<file path="config.mk">
export PLATFORM = sky130hd
export DESIGN_NAME = mem_access_arbiter
export DESIGN_NICKNAME = d
export VERILOG_FILES = /design/src/rtl/mem_access_arbiter.sv
export SDC_FILE = /design/constraint.sdc
export NUM_CORES = 1
export LEC_CHECK = 0
export CAP_MARGIN = 20
export CORE_MARGIN = 5
export CORE_UTILIZATION = 39
export CTS_BUF_LIST = sky130_fd_sc_hd__clkbuf_8
export DETAILED_ROUTE_END_ITERATION = 6
export PLACE_DENSITY = 0.87
export SYNTH_ARGS = -nofsm -noshare
export SYNTH_HDL_FRONTEND = slang
export SYNTH_SLANG_ARGS = --single-unit
</file>
<file path="constraint.sdc">
create_clock -name clk -period 4.3 [get_ports clk]
set_input_delay 0.86 -clock clk [delete_from_list [all_inputs] [get_ports clk]]
set_output_delay 0.86 -clock clk [all_outputs]
set_load 0.1 [all_outputs]
</file>
<file path="src/rtl/mem_access_arbiter.sv">
// mem_access_arbiter: arbitrates the fetch (IF) and data (DM) requesters onto
// one synchronous single-port memory with a fixed read latency. It performs
// reads, full-word writes and atomic swaps.
// Optional build macro BYTE_RMW_EN: a DM byte write becomes an atomic
// read-modify-write of one byte lane. Without the macro, dm_byte is ignored.
`timescale 1ns/1ps

module mem_access_arbiter #(
  parameter int ADDR_W  = 32,
  parameter int DATA_W  = 32,
  parameter int MEM_LAT = 1
) (
  input  logic              clk,
  input  logic              reset,
  input  logic              if_req,
  input  logic [ADDR_W-1:0] if_addr,
  output logic              if_gnt,
  output logic              if_rvalid,
  input  logic              dm_req,
  input  logic              dm_we,
  input  logic              dm_swap,
  input  logic              dm_byte,
  input  logic [ADDR_W-1:0] dm_addr,
  input  logic [DATA_W-1:0] dm_wdata,
  output logic              dm_gnt,
  output logic              dm_rvalid,
  output logic [DATA_W-1:0] rdata,
  output logic [ADDR_W-1:0] mem_addr,
  output logic              mem_rd,
  output logic              mem_wr,
  output logic [DATA_W-1:0] mem_wdata,
  input  logic [DATA_W-1:0] mem_rdata,
  output logic              busy
);

  // Reject unsupported memory latencies when the design is elaborated.
  generate
    if (MEM_LAT < 1 || MEM_LAT > 4) begin : g_lat_err
      $error("mem_access_arbiter: MEM_LAT must be in 1..4");
    end
  endgenerate

`ifdef BYTE_RMW_EN
  localparam logic BYTE_RMW = 1'b1;
`else
  localparam logic BYTE_RMW = 1'b0;
`endif

  // The wait counter reaches LAT_M1 in the cycle when mem_rdata is valid.
  localparam logic [1:0] LAT_M1 = 2'(MEM_LAT - 1);

  typedef enum logic [2:0] {
    IDLE, RD_ISSUE, RD_WAIT, WR_ISSUE, SW_RD, SW_WAIT, SW_WR
  } state_t;

  state_t              r_state, w_state_next;
  logic [1:0]          r_cnt, w_cnt_next;
  logic                r_last_dm, w_last_dm_next;   // 1 = last grant went to DM
  logic                r_port_dm, w_port_dm_next;   // owner of the current read
  logic                r_rmw, w_rmw_next;           // current op is a byte RMW
  logic [1:0]          r_lane, w_lane_next;
  logic [ADDR_W-1:0]   r_mem_addr, w_mem_addr_next;
  logic [DATA_W-1:0]   r_mem_wdata, w_mem_wdata_next;
  logic [DATA_W-1:0]   r_rdata, w_rdata_next;
  logic                r_mem_rd, w_mem_rd_next;
  logic                r_mem_wr, w_mem_wr_next;
  logic                r_if_rvalid, w_if_rvalid_next;
  logic                r_dm_rvalid, w_dm_rvalid_next;

  logic                w_pick_if, w_pick_dm, w_byte_wr;
  logic [ADDR_W-1:0]   w_sel_addr;
  logic [DATA_W-1:0]   w_merged;

  // Round-robin on a tie: the port that did not win last time gets the grant.
  // Grants are also masked while reset is held, so every output stays low.
  assign w_pick_if = (r_state == IDLE) & ~reset & if_req & (~dm_req | r_last_dm);
  assign w_pick_dm = (r_state == IDLE) & ~reset & dm_req & (~if_req | ~r_last_dm);
  assign w_sel_addr = w_pick_if ? if_addr : dm_addr;
  assign w_byte_wr  = dm_we & dm_byte & ~dm_swap & BYTE_RMW;

  // Write-back word for a byte RMW: the old word, with one lane replaced.
  genvar gi;
  generate
    for (gi = 0; gi < DATA_W / 8; gi++) begin : g_lane
      assign w_merged[8*gi +: 8] = (r_lane == 2'(gi)) ? r_mem_wdata[7:0]
                                                      : mem_rdata[8*gi +: 8];
    end
  endgenerate

  // Next-state logic, and the next values for all registered outputs.
  always_comb begin
    w_state_next     = r_state;
    w_cnt_next       = r_cnt;
    w_last_dm_next   = r_last_dm;
    w_port_dm_next   = r_port_dm;
    w_rmw_next       = r_rmw;
    w_lane_next      = r_lane;
    w_mem_addr_next  = r_mem_addr;
    w_mem_wdata_next = r_mem_wdata;
    w_rdata_next     = r_rdata;
    w_mem_rd_next    = 1'b0;
    w_mem_wr_next    = 1'b0;
    w_if_rvalid_next = 1'b0;
    w_dm_rvalid_next = 1'b0;
    case (r_state)
      IDLE: begin
        if (w_pick_if || w_pick_dm) begin
          w_mem_addr_next = {w_sel_addr[ADDR_W-1:2], 2'b00};
          w_lane_next     = w_sel_addr[1:0];
          w_last_dm_next  = w_pick_dm;
          w_port_dm_next  = w_pick_dm;
          w_rmw_next      = 1'b0;
        end
        if (w_pick_if) begin
          w_mem_rd_next = 1'b1;
          w_state_next  = RD_ISSUE;
        end else if (w_pick_dm) begin
          w_mem_wdata_next = dm_wdata;
          if (dm_swap || w_byte_wr) begin
            w_mem_rd_next = 1'b1;
            w_rmw_next    = ~dm_swap;
            w_state_next  = SW_RD;
          end else if (dm_we) begin
            w_mem_wr_next = 1'b1;
            w_state_next  = WR_ISSUE;
          end else begin
            w_mem_rd_next = 1'b1;
            w_state_next  = RD_ISSUE;
          end
        end
      end
      RD_ISSUE: begin
        w_cnt_next   = 2'd0;
        w_state_next = RD_WAIT;
      end
      RD_WAIT: begin
        if (r_cnt == LAT_M1) begin
          w_rdata_next     = mem_rdata;
          w_if_rvalid_next = ~r_port_dm;
          w_dm_rvalid_next = r_port_dm;
          w_state_next     = IDLE;
        end else begin
          w_cnt_next = r_cnt + 2'd1;
        end
      end
      WR_ISSUE: w_state_next = IDLE;
      SW_RD: begin
        w_cnt_next   = 2'd0;
        w_state_next = SW_WAIT;
      end
      SW_WAIT: begin
        if (r_cnt == LAT_M1) begin
          w_mem_wr_next = 1'b1;
          w_state_next  = SW_WR;
          if (r_rmw) begin
            w_mem_wdata_next = w_merged;
          end else begin
            w_rdata_next     = mem_rdata;
            w_dm_rvalid_next = 1'b1;
          end
        end else begin
          w_cnt_next = r_cnt + 2'd1;
        end
      end
      SW_WR:   w_state_next = IDLE;
      default: w_state_next = IDLE;
    endcase
  end

  // State and datapath registers. Reset drops any read that is in flight.
  always_ff @(posedge clk or posedge reset) begin
    if (reset) begin
      r_state     <= IDLE;
      r_cnt       <= 2'd0;
      r_last_dm   <= 1'b1;
      r_port_dm   <= 1'b0;
      r_rmw       <= 1'b0;
      r_lane      <= 2'd0;
      r_mem_addr  <= '0;
      r_mem_wdata <= '0;
      r_rdata     <= '0;
      r_mem_rd    <= 1'b0;
      r_mem_wr    <= 1'b0;
      r_if_rvalid <= 1'b0;
      r_dm_rvalid <= 1'b0;
    end else begin
      r_state     <= w_state_next;
      r_cnt       <= w_cnt_next;
      r_last_dm   <= w_last_dm_next;
      r_port_dm   <= w_port_dm_next;
      r_rmw       <= w_rmw_next;
      r_lane      <= w_lane_next;
      r_mem_addr  <= w_mem_addr_next;
      r_mem_wdata <= w_mem_wdata_next;
      r_rdata     <= w_rdata_next;
      r_mem_rd    <= w_mem_rd_next;
      r_mem_wr    <= w_mem_wr_next;
      r_if_rvalid <= w_if_rvalid_next;
      r_dm_rvalid <= w_dm_rvalid_next;
    end
  end

  assign if_gnt    = w_pick_if;
  assign dm_gnt    = w_pick_dm;
  assign if_rvalid = r_if_rvalid;
  assign dm_rvalid = r_dm_rvalid;
  assign rdata     = r_rdata;
  assign mem_addr  = r_mem_addr;
  assign mem_rd    = r_mem_rd;
  assign mem_wr    = r_mem_wr;
  assign mem_wdata = r_mem_wdata;
  assign busy      = (r_state != IDLE);

endmodule

</file>
[Word-level counts from Yosys, hierarchy flattened]
Cells that the tools add are included.
Operators by class
  multiplexer cells: 44
  reduce and logical (&&, ||, !) cells: 16
  add/sub/neg operators: 1
  bitwise gates (word level): 13
  equality and inequality tests: 16
Operators by type and width (number)
  $mux 32: 8
  $pmux 32 s2: 2
  $mux 8: 4
  $mux 1: 19
  $ne 2x2->1 const B: 8
  $mux 3: 5
  $pmux 3 s5: 1
  $eq 3x3->1 const B: 2
  $not 1->1: 6
  $reduce_and 6->1: 1
  $reduce_bool 2->1: 3
  $and 1x1->1: 5
  $reduce_and 5->1: 1
  $eq 2x2->1 const B: 2
  $logic_not 2->1: 2
  $mux 2: 2
  $pmux 1 s2: 2
  $pmux 2 s2: 1
  $reduce_and 2->1: 2
  $reduce_and 4->1: 1
  $reduce_or 2->1: 2
  $eq 3x1->1 const B: 1
  $eq 3x2->1 const B: 1
  $logic_not 3->1: 1
  other kinds (7): 8
Word-level totals
  flip-flop bits (word level): 108
  input bits: 135

[Logic depth before layout (Yosys ltp)]
  depth in word-level cells: 9
  gate-level depth with buffers: 8
  depth with buffers taken out: 6

[Least setup slack after synthesis]
Ideal clock, no wire load.
  kind: input-to-output
  from: input reset
  to: output dm_gnt
  data arrival time: 4.776 ns
  buffers on the path: 0
  stages: 3
  path slack: -1.336 ns
  data required time: 3.440 ns
  cells stage by stage: inv_1 nand3_1 nor2_1
Between the ends
  longest elaborated chain between the ends: 4
Ends and longest elaborated chain
  start, declared: RTL line 14  | input logic reset,
  $not 1->1: RTL line 77  | assign w_pick_dm = (r_state == IDLE) & ~reset & dm_req & (~if_req | ~r_last_dm);
  $and 1x1->1 (3 in a row): RTL line 77
  end, declared: RTL line 25  | output logic dm_gnt,
No other way between the ends.

[Worst setup path after layout]
  from: register r_state[1]
  to: output busy
Between the ends
  longest elaborated chain between the ends: 1
Ends and longest elaborated chain
  start, declared: RTL line 56  | state_t r_state, w_state_next;
  start signal, assigned: RTL line 187  | r_state <= w_state_next;
  $reduce_bool 3->1: RTL line 212  | assign busy = (r_state != IDLE);
  end, declared: RTL line 33  | output logic busy
No other way between the ends.

==> impl_results.md <==
* Post-place setup slack at 1.04 ns
* CP max stage cell: clkdlybuf4s50_1
* Critical path, cell by cell: or3_1 -> clkdlybuf4s50_1
* Vias in the first global route at 4607
* Worst-path fanout max at 14
* Worst Reg-to-Reg Cells at 5
* Crit end category: primary output
* Share of cells above drive strength 1 at ~15%
* CTS clk-pin slew, worst paths at 0.10 ns
* Simple-Gate Fraction of Synth Area at under 10%
* Sequential cell area at 0.00270 mm²
* Critical setup path kind: reg2out
* Rows at between 40 and 50
* Slew Viols, Final at 0
* Fin Setup TNS at 0 ns
* Placeable Area at roughly 0.013 mm²
* Synth unique cells at a little over 40
* Vias per cell at roughly 5
* Status: finished clean
* Setup violators final at 0
* Fin. Hold Viols at 0
* Initial Util at between 40% and 50%
* Maxcap violations at 0
* CP Launch Type: flop
* Final period util at around 80%
* CTS sink cnt at 108
* Synth Area in Compound Gates at 8.54%
* Hold depth at 1
* DR pass1 iterations at 5
* Die H at 125 µm
* Final worst slack at about 0.87 ns
* Vias at about 4300
* DRT Wirelength at ~15 mm
* Slew HR at between 20% and 30%
* Sequential cell area fraction in the yosys report at approximately 53%
* Clock Latency Late Sink at about 0.37 ns
* IO Pins at 238
* Worst Tran Pin Value at ~1.1 ns
* Gate Count Post-Synth at roughly 440
* Area after DPL at around 0.0076 mm²
* CTS buffer count at 9
* Clock Skews at 0.00581 ns
* Initial DRC Count at 345
* Largest family of logic cells by synthesized area: multiplexers
* Post-Syn Area at around 0.0051 mm²
* Post-synth EDFFs at 0
* CTS resizes at 0
* Drt drc at 0
* GR Overflow Total at 0
* Gr usage total at between 10% and 20%
* Initial antenna violation count at 0
* ANT nets after route at 0
* Die Area at around 0.016 mm²
* Fraction of registers with async set/reset at between 90% and 100%
* Unrepaired setup endpoints after global routing: no
* Data required time at the worst endpoint at 3.44 ns
* Fill cell count at about 1000
* Routability cong. at ~0.85
* Clock Tree Buf Depth at 2
* Antenna diode count at 0
* Hold Buf Count CTS at 0
* Mapped Avg Cell Area at 11.6 µm²
* Die W at 125 µm
* Final min period at between 3 and 4 ns
* Ys flop type: dfrtp_1
* Final nets at 800
* Largest net degree at the start of global routing at 61
* Layout area overhead at 52.0%
* CTS tree: yes
* Max Clk Rate at 291 MHz
* Synthesized flop and latch total at roughly 110
* First-pass GRT wire length at between 20 and 25 mm
* CP Data Arrival Time at ~2.6 ns
* Synth Area in XOR/XNOR at 0%
* Post-synthesis mux area share at 26.8%
* Average wire per standard cell at around 18 µm
* Final Util at around three fifths
* PortBufs at around 230
* Post-Layout Inst Area at just under 0.008 mm²
* Largest stage delay, worst path at approximately 1.2 ns
* Worst Hold Class: reg2reg
* Post-Synth Adder-Cell Area at less than 1%
* CTS Root Cell: clkbuf_8
* Footprint of the multi-input gates at roughly 0.0023 mm²
* YS warnings at 0
* Final HPWL DP at 11.8 mm
* Post-CTS setup buffers at 0
* CTS H-Tree Depth at 3
-- placed cells by master (no fill, tap or decap), types with 3 or more instances in the layout --
cell	synthesis	routed
o21ai_0	27	27
buf_4	6	7
mux2_2	70	70
a21oi_1	34	34
a21o_1	3	3
clkdlybuf4s50_1	0	232
nor2_1	37	36
clkinv_2	0	3
nand2b_1	4	4
nand2_1	31	31
inv_1	6	5
dfrtp_1	107	107
mux2i_1	56	56
clkbuf_8	0	10
-- logic make-up after synthesis --
group,Yosys count
adders and majority gates,1
DFF,108
muxes,128
other,1
AOI/OAI and AO/OA,78
and+or+nand+nor,90
buffers and inverters,36
-- Yosys cell counts (2+ instances only) --
library cell	n	share of area [%]
buf_4	6	0.88
a21oi_1	34	3.3
clkbuf_1	6	0.44
buf_2	15	1.5
nand3_1	2	0.20
o21ai_2	2	0.34
mux2_1	2	0.44
and2_1	2	0.24
nor2b_1	2	0.24
a21o_1	3	0.44
o21ai_1	2	0.20
inv_1	6	0.44
nor2_1	37	2.7
a21oi_2	2	0.34
nor3_1	2	0.20
o21ai_0	27	2.6
mux2_2	70	15
nand3b_1	2	0.29
nand2_1	31	2.3
nand4_1	2	0.24
dfrtp_1	107	52
or3_1	2	0.24
buf_6	2	0.44
nand2b_1	4	0.49
mux2i_1	56	11
-- path summary, 6_finish.rpt --
path	start	endpoint	slack (ns)
worst min-delay path	r_port_dm	r_port_dm	0.51
worst min register to register	r_port_dm	r_port_dm	0.51
worst max-delay path	r_state[1]	busy	0.87
worst max register to register	r_state[1]	rdata[14]	1.38
max in group asynchronous	reset	mem_wdata[9]	2.37
min in group asynchronous	reset	r_port_dm	0.98
-- metal layers --
| metal | GRT usage (%) | wire, µm |
|---|---|---|
| met1 | 23.1 | 6220 |
| met3 | 6.52 | 1540 |
| met2 | 32.8 | 7360 |
| met4 | 7.29 | 357 |
| met5 | 0 | 0 |
-- area by class of cell --
type / instances / area share (%)
Sequential cell: 108 / 34.7
Clock buffer: 10 / 1.77
Timing Repair Buffer: 240 / 30.7
Inverter: 6 / 0.337
Multi-Input combinational cell: 299 / 28.9
Tap cell: 172 / 2.76
Clock inverter: 6 / 0.803
-- flip-flops by register name, summed over array words and instances (netlist names) --
| register | count |
|---|---|
| mem_wr | 1 |
| mem_addr | 30 |
| r_rmw | 1 |
| dm_rvalid | 1 |
| r_last_dm | 1 |
| r_port_dm | 1 |
| if_rvalid | 1 |
| rdata | 32 |
| r_lane | 2 |
| r_state | 3 |
| r_cnt | 2 |
| mem_wdata | 32 |
| mem_rd | 1 |
-- critical path, delay by kind of cell, from the launching register on --
family                 cells  cell delay (ns)
buffers and inverters      1             1.22
flip-flops                 1             0.62
AND/OR/NAND/NOR            1             0.36
-- through the flow --
| step | hold slack, ns | std cells |
|---|---|---|
| CTS | 0.515 | 841 |
| detailed placement | 0.491 | 825 |
| floorplan | 0.465 | 443 |
| finish | 0.511 | 841 |
| global placement | 0.476 | 825 |
| global route | 0.530 | 841 |
Power is not shown: default switching activity piles up to over one toggle a cycle in this logic, so the estimate is an artifact.
